$ cat src/rtl/dds_cfg_arb.sv
// Two-requester arbiter/sequencer for the dds_chirp config port: latches the granted
// parameter set and runs the 4-phase REQ/ACK crossing. Optional handshake timeout: DDS_ARB_TIMEOUT_EN.
module dds_cfg_arb #(
    parameter int SYNC_STAGES = 2,
    parameter int TIMEOUT     = 1024
) (
    input  logic        CLK,
    input  logic        rst_n,
    input  logic        REQ0,
    input  logic [47:0] FREQ0,
    input  logic [47:0] STEP0,
    input  logic [31:0] RATE0,
    input  logic        START0,
    output logic        DONE0,
    input  logic        REQ1,
    input  logic [47:0] FREQ1,
    input  logic [47:0] STEP1,
    input  logic [31:0] RATE1,
    input  logic        START1,
    output logic        DONE1,
    input  logic        LOCK1,
    output logic [47:0] DDS_freq,
    output logic [47:0] DDS_delta_freq,
    output logic [31:0] DDS_delta_rate,
    output logic        DDS_REQ,
    input  logic        DDS_ACK,
    output logic        DDS_start,
    output logic [1:0]  GNT,
    output logic        BUSY,
    output logic        ERR,
    input  logic        ERR_CLR
);

    typedef enum logic [1:0] {S_IDLE, S_REQ_HI, S_REQ_LO, S_DONE} state_t;

    state_t                 state;
    logic [SYNC_STAGES-1:0] ack_sync;
    logic                   ack_s;
    logic                   start_l;
    logic                   grant0;
    logic                   grant1;
    logic                   tmo_fire;

    always_ff @(posedge CLK or negedge rst_n) begin
        if (!rst_n) begin
            ack_sync <= '0;
        end else begin
            ack_sync <= {ack_sync[SYNC_STAGES-2:0], DDS_ACK};
        end
    end

    assign ack_s  = ack_sync[SYNC_STAGES-1];
    assign grant0 = REQ0;
    assign grant1 = !REQ0 && REQ1 && !LOCK1;

`ifdef DDS_ARB_TIMEOUT_EN
    localparam logic [15:0] CNT_LAST = 16'(TIMEOUT - 1);

    logic [15:0] phase_cnt;
    logic        err_q;

    assign tmo_fire = ((state == S_REQ_HI) || (state == S_REQ_LO)) && (phase_cnt == CNT_LAST);
    assign ERR      = err_q;

    // Counter restarts on entry to each handshake phase.
    always_ff @(posedge CLK or negedge rst_n) begin
        if (!rst_n) begin
            phase_cnt <= '0;
        end else if ((state == S_IDLE && (grant0 || grant1)) ||
                     (state == S_REQ_HI && ack_s && !tmo_fire)) begin
            phase_cnt <= '0;
        end else if (state == S_REQ_HI || state == S_REQ_LO) begin
            phase_cnt <= phase_cnt + 16'd1;
        end
    end

    always_ff @(posedge CLK or negedge rst_n) begin
        if (!rst_n) begin
            err_q <= 1'b0;
        end else if (tmo_fire) begin
            err_q <= 1'b1;
        end else if (ERR_CLR) begin
            err_q <= 1'b0;
        end
    end
`else
    logic unused_cfg;

    assign tmo_fire   = 1'b0;
    assign ERR        = 1'b0;
    assign unused_cfg = ERR_CLR | (TIMEOUT < 1);
`endif

    always_ff @(posedge CLK or negedge rst_n) begin
        if (!rst_n) begin
            state          <= S_IDLE;
            DONE0          <= 1'b0;
            DONE1          <= 1'b0;
            DDS_freq       <= '0;
            DDS_delta_freq <= '0;
            DDS_delta_rate <= '0;
            DDS_REQ        <= 1'b0;
            DDS_start      <= 1'b0;
            GNT            <= '0;
            BUSY           <= 1'b0;
            start_l        <= 1'b0;
        end else begin
            DONE0     <= 1'b0;
            DONE1     <= 1'b0;
            DDS_start <= 1'b0;
            case (state)
                S_IDLE: begin
                    if (grant0) begin
                        GNT            <= 2'b01;
                        DDS_freq       <= FREQ0;
                        DDS_delta_freq <= STEP0;
                        DDS_delta_rate <= RATE0;
                        start_l        <= START0;
                        DDS_REQ        <= 1'b1;
                        BUSY           <= 1'b1;
                        state          <= S_REQ_HI;
                    end else if (grant1) begin
                        GNT            <= 2'b10;
                        DDS_freq       <= FREQ1;
                        DDS_delta_freq <= STEP1;
                        DDS_delta_rate <= RATE1;
                        start_l        <= START1;
                        DDS_REQ        <= 1'b1;
                        BUSY           <= 1'b1;
                        state          <= S_REQ_HI;
                    end
                end
                S_REQ_HI: begin
                    if (tmo_fire) begin
                        DDS_REQ <= 1'b0;
                        DONE0   <= GNT[0];
                        DONE1   <= GNT[1];
                        state   <= S_DONE;
                    end else if (ack_s) begin
                        DDS_REQ <= 1'b0;
                        state   <= S_REQ_LO;
                    end
                end
                S_REQ_LO: begin
                    if (tmo_fire) begin
                        DDS_REQ <= 1'b0;
                        DONE0   <= GNT[0];
                        DONE1   <= GNT[1];
                        state   <= S_DONE;
                    end else if (!ack_s) begin
                        DONE0     <= GNT[0];
                        DONE1     <= GNT[1];
                        DDS_start <= start_l;
                        state     <= S_DONE;
                    end
                end
                S_DONE: begin
                    GNT   <= '0;
                    BUSY  <= 1'b0;
                    state <= S_IDLE;
                end
                default: state <= S_IDLE;
            endcase
        end
    end

endmodule

$ cat config.mk
export PLATFORM = sky130hd
export DESIGN_NAME = dds_cfg_arb
export DESIGN_NICKNAME = d
export VERILOG_FILES = /design/src/rtl/dds_cfg_arb.sv
export SDC_FILE = /design/constraint.sdc
export NUM_CORES = 1
export LEC_CHECK = 0
export ABC_CLOCK_PERIOD_IN_PS = 2400
export BUFFER_PORTS_ARGS = -buffer_cell sky130_fd_sc_hd__buf_2
export CAP_MARGIN = 20
export CORE_ASPECT_RATIO = 0.5
export CORE_MARGIN = 3
export CORE_UTILIZATION = 33
export CTS_CLUSTER_DIAMETER = 60
export CTS_CLUSTER_SIZE = 16
export DETAILED_ROUTE_END_ITERATION = 7
export MAX_ROUTING_LAYER = met4
export PLACE_DENSITY_LB_ADDON = 0.3
export SETUP_SLACK_MARGIN = 0.4
export SYNTH_ARGS = -nofsm -noshare
export SYNTH_HDL_FRONTEND = slang
export SYNTH_SLANG_ARGS = --single-unit
$ cat constraint.sdc
create_clock -name CLK -period 2.4 [get_ports CLK]
set_input_delay 0.36 -clock CLK [delete_from_list [all_inputs] [get_ports CLK]]
set_output_delay 0.36 -clock CLK [all_outputs]
set_load 0.05 [all_outputs]
==> impl_metrics.yaml <==
outcome:
  status: "complete, no violations"
detailed_routing:
  ant_nets: 0
  num_vias: 5196
  drcViolationCount: 0
  drt_iter0_drc: 204
  route.detailed.wl_per_inst_um: 16.15
  vias_per_cell: 4.433
  routed_wl_um: 18930
  firstDrtPassIters: 4
critical_path:
  reg2reg_from: "state[0]"
  rr_worst_depth: 5
  cp_max_fo: 17
  reg2reg_setup_slack_ns: 0.54
  path_delay_family: "buffers and inverters"
  path_class: "flip-flop to flip-flop"
  cp.depth: 5
  cpMaxStageDelayCell: "dfrtp_1"
  worstPathCellList: "inv_1, ha_1, o21a_4, buf_4, mux2_4"
  timing.rr.end: "DDS_delta_freq[26]"
  required_ns: 2.69
  critPathBufInv: 2
  startpoint_type: "flip-flop"
  cp.arrival_ns: 2.16
  endpoint_kind: "flip-flop"
  slowest_delay_ns: 0.40
final_layout:
  final_nets: 1136
  nFillCells: 1923
  final_cell_area_um2: 10250
  finalNonFillerCells: 1172
  area_growth_pct: 41.62
  final_util: 0.4878
  drive_above_1_share: 0.7975
synthesis:
  synth.avg_cell_area_um2: 15.47
  ys.flop_type: "dfrtp_1"
  synth_area_um2: 7239
  synth.yosys.warnings: 0
  synth_top_area_frac: 0.4839
  syn_inst: 468
  synth_area_leaders: "dfrtp_1 (48%), mux2_2 (27%), mux2_4 (18%)"
  synth.ff_latch_count: 140
  synthDistinctLibCells: 26
  synth_edf_count: 0
  synth_nets: 738
  synthArstFlopShare: 1.000
  ys_seq_area_frac: 0.4839
  synth_top_area_cell: "dfrtp_1"
flow_run:
  max-cap-violations: 0
global_route:
  grt_usage: 0.1622
  grt_pass1_vias: 5747
  antenna_found_initial: 1
  grt_overflow_total: 0
  grt_max_degree: 63
  grt_pass1_wl_um: 30220
die:
  die_y_um: 110.7
  initial_core_util: 0.3444
  ios: 401
  dieArea_um2: 23860
  die_w_um: 215.5
  core_area_um2: 21020
  fp-row-count: 37
sta:
  period_minus_slack_ns: 1.861
  min_period_over_period: 0.7753
  hold_ws_ns: 0.05355
  hold_viol_final: 0
  fin_setup_tns_ns: 0
  fmax_mhz: 537.4
  setup_slack_ns: 0.5392
  finClkSkew_ns: 0.009431
  finalSetupViolCount: 0
  finalMaxSlewViolations: 0
  slew_headroom: 0.6400
  rsz0062_at_grt: "yes"
  worst_pin_slew_ns: 0.5400
power:
  ir_worst_vdd_uv: 707.9
  cellPowerDensity_nw_per_um2: 1557
  leakage_nw: 5.093
  finalPower_mw: 15.96
placed_design:
  hpwl_um: 14560
  numPortBuffers: 398
  dp_slack_ns: 0.4703
  post_dp_cell_area_um2: 9524
  globalplace.congestion: 0.8006
  placed_cells_incl_taps: 1137
cts:
  cts-root-buf: "clkbuf_16"
  cts_max_path_buffers: 2
  h-tree-depth: 4
  cts_made_buffers: 17
  postCtsSetupBuffers: 0
  clock-sinks: 140
  clock_latency_ns: 0.42
  cts_tree: "done"
  clk_pin_slew_ns: 0.06
min_path:
  whs_endpoint: "ack_sync[0]"
  worstHoldStart: "DDS_ACK"
  min_delay_path_depth: 1
  hp-class: "input pin to flip-flop"
registers in the layout, indices dropped and copies added, names as in the netlist:
register	cells
DONE1	1
ack_sync	2
state	2
DONE0	1
DDS_delta_freq	48
BUSY	1
DDS_freq	48
GNT	2
DDS_delta_rate	32
DDS_REQ	1
start_l	1
DDS_start	1
placed cells by master (no fill, tap or decap), drive strengths merged, types with 2 or more instances in the layout:
| cell | n |
|---|---|
| nor2b | 3 |
| nor2 | 3 |
| dfrtp | 140 |
| ha | 5 |
| clkbuf | 23 |
| bufinv | 6 |
| clkinv | 4 |
| and2 | 3 |
| mux2 | 259 |
| buf | 408 |
| a31oi | 2 |
| nand2b | 4 |
| nand2 | 5 |
| inv | 3 |
layer usage:
| layer | share of wire | GRT usage | vias up |
|---|---|---|---|
| met5 | 0 | - | - |
| met4 | 0.016 | 0.05497 | 0 |
| met1 | 0.42 | 0.1862 | 2571 |
| met2 | 0.53 | 0.2851 | 127 |
| li1 | - | - | 2476 |
| met3 | 0.039 | 0.03286 | 22 |
cell families after synthesis:
group                      synth area share
AOI/OAI and AO/OA                  0.009332
adders and majority gates          0.008642
buffers and inverters               0.03284
DFF                                  0.4839
muxes                                0.4499
other                             0.0005180
and+or+nand+nor                     0.01486
worst register-to-register path: stages (launching register included):
cell     delay [ns]
dfrtp_1        0.40
inv_1          0.13
ha_1           0.27
o21a_4         0.27
buf_4          0.34
mux2_4         0.33
report_power, final:
group          total, mW  switching, mW  internal, mW
sequential          4.18          0.626          3.56
combinational       8.77           5.77          3.01
clock               3.01          0.998          2.01
timing repair:
item | CTS | global route
endpoints found under the setup margin | 0 | 74
hold endpoints to repair | 56 | 0
hold buffers | 1 | 0
resized for setup | 0 | 3
Yosys cell counts (2+ instances only):
library cell / n
nor2_1: 3
ha_1: 5
and2_1: 3
inv_1: 3
mux2_4: 88
buf_6: 12
nor2b_1: 2
dfrtp_1: 140
nand2_1: 5
buf_2: 13
mux2_2: 171
a31oi_1: 2
nand2b_1: 4
clkbuf_1: 5
area by class of cell:
| cell class | instances | area (um2) | area share |
|---|---|---|---|
| clock buffer | 22 | 464.2 | 0.04528 |
| sequential | 140 | 3503 | 0.3417 |
| timing repair buffer | 410 | 2188 | 0.2134 |
| clock inverter | 10 | 211.5 | 0.02062 |
| multi-input combinational | 294 | 3506 | 0.3420 |
| antenna | 1 | 2.502 | 0.0002441 |
| inverter | 3 | 11.26 | 0.001098 |
| tap | 292 | 365.4 | 0.03564 |
how the worst max path moves through the flow:
stage	startpoint	to	slack (ns)
after detailed placement	state[0]	DDS_freq[34]	0.47
after global placement	state[0]	DDS_freq[13]	0.53
after CTS	state[0]	DDS_freq[34]	0.46
final	state[0]	DDS_delta_freq[26]	0.54
after floorplan	state[0]	DDS_delta_freq[0]	0.70
after global routing	state[0]	DDS_delta_freq[29]	0.38
Power figures use the tool's default switching activity.
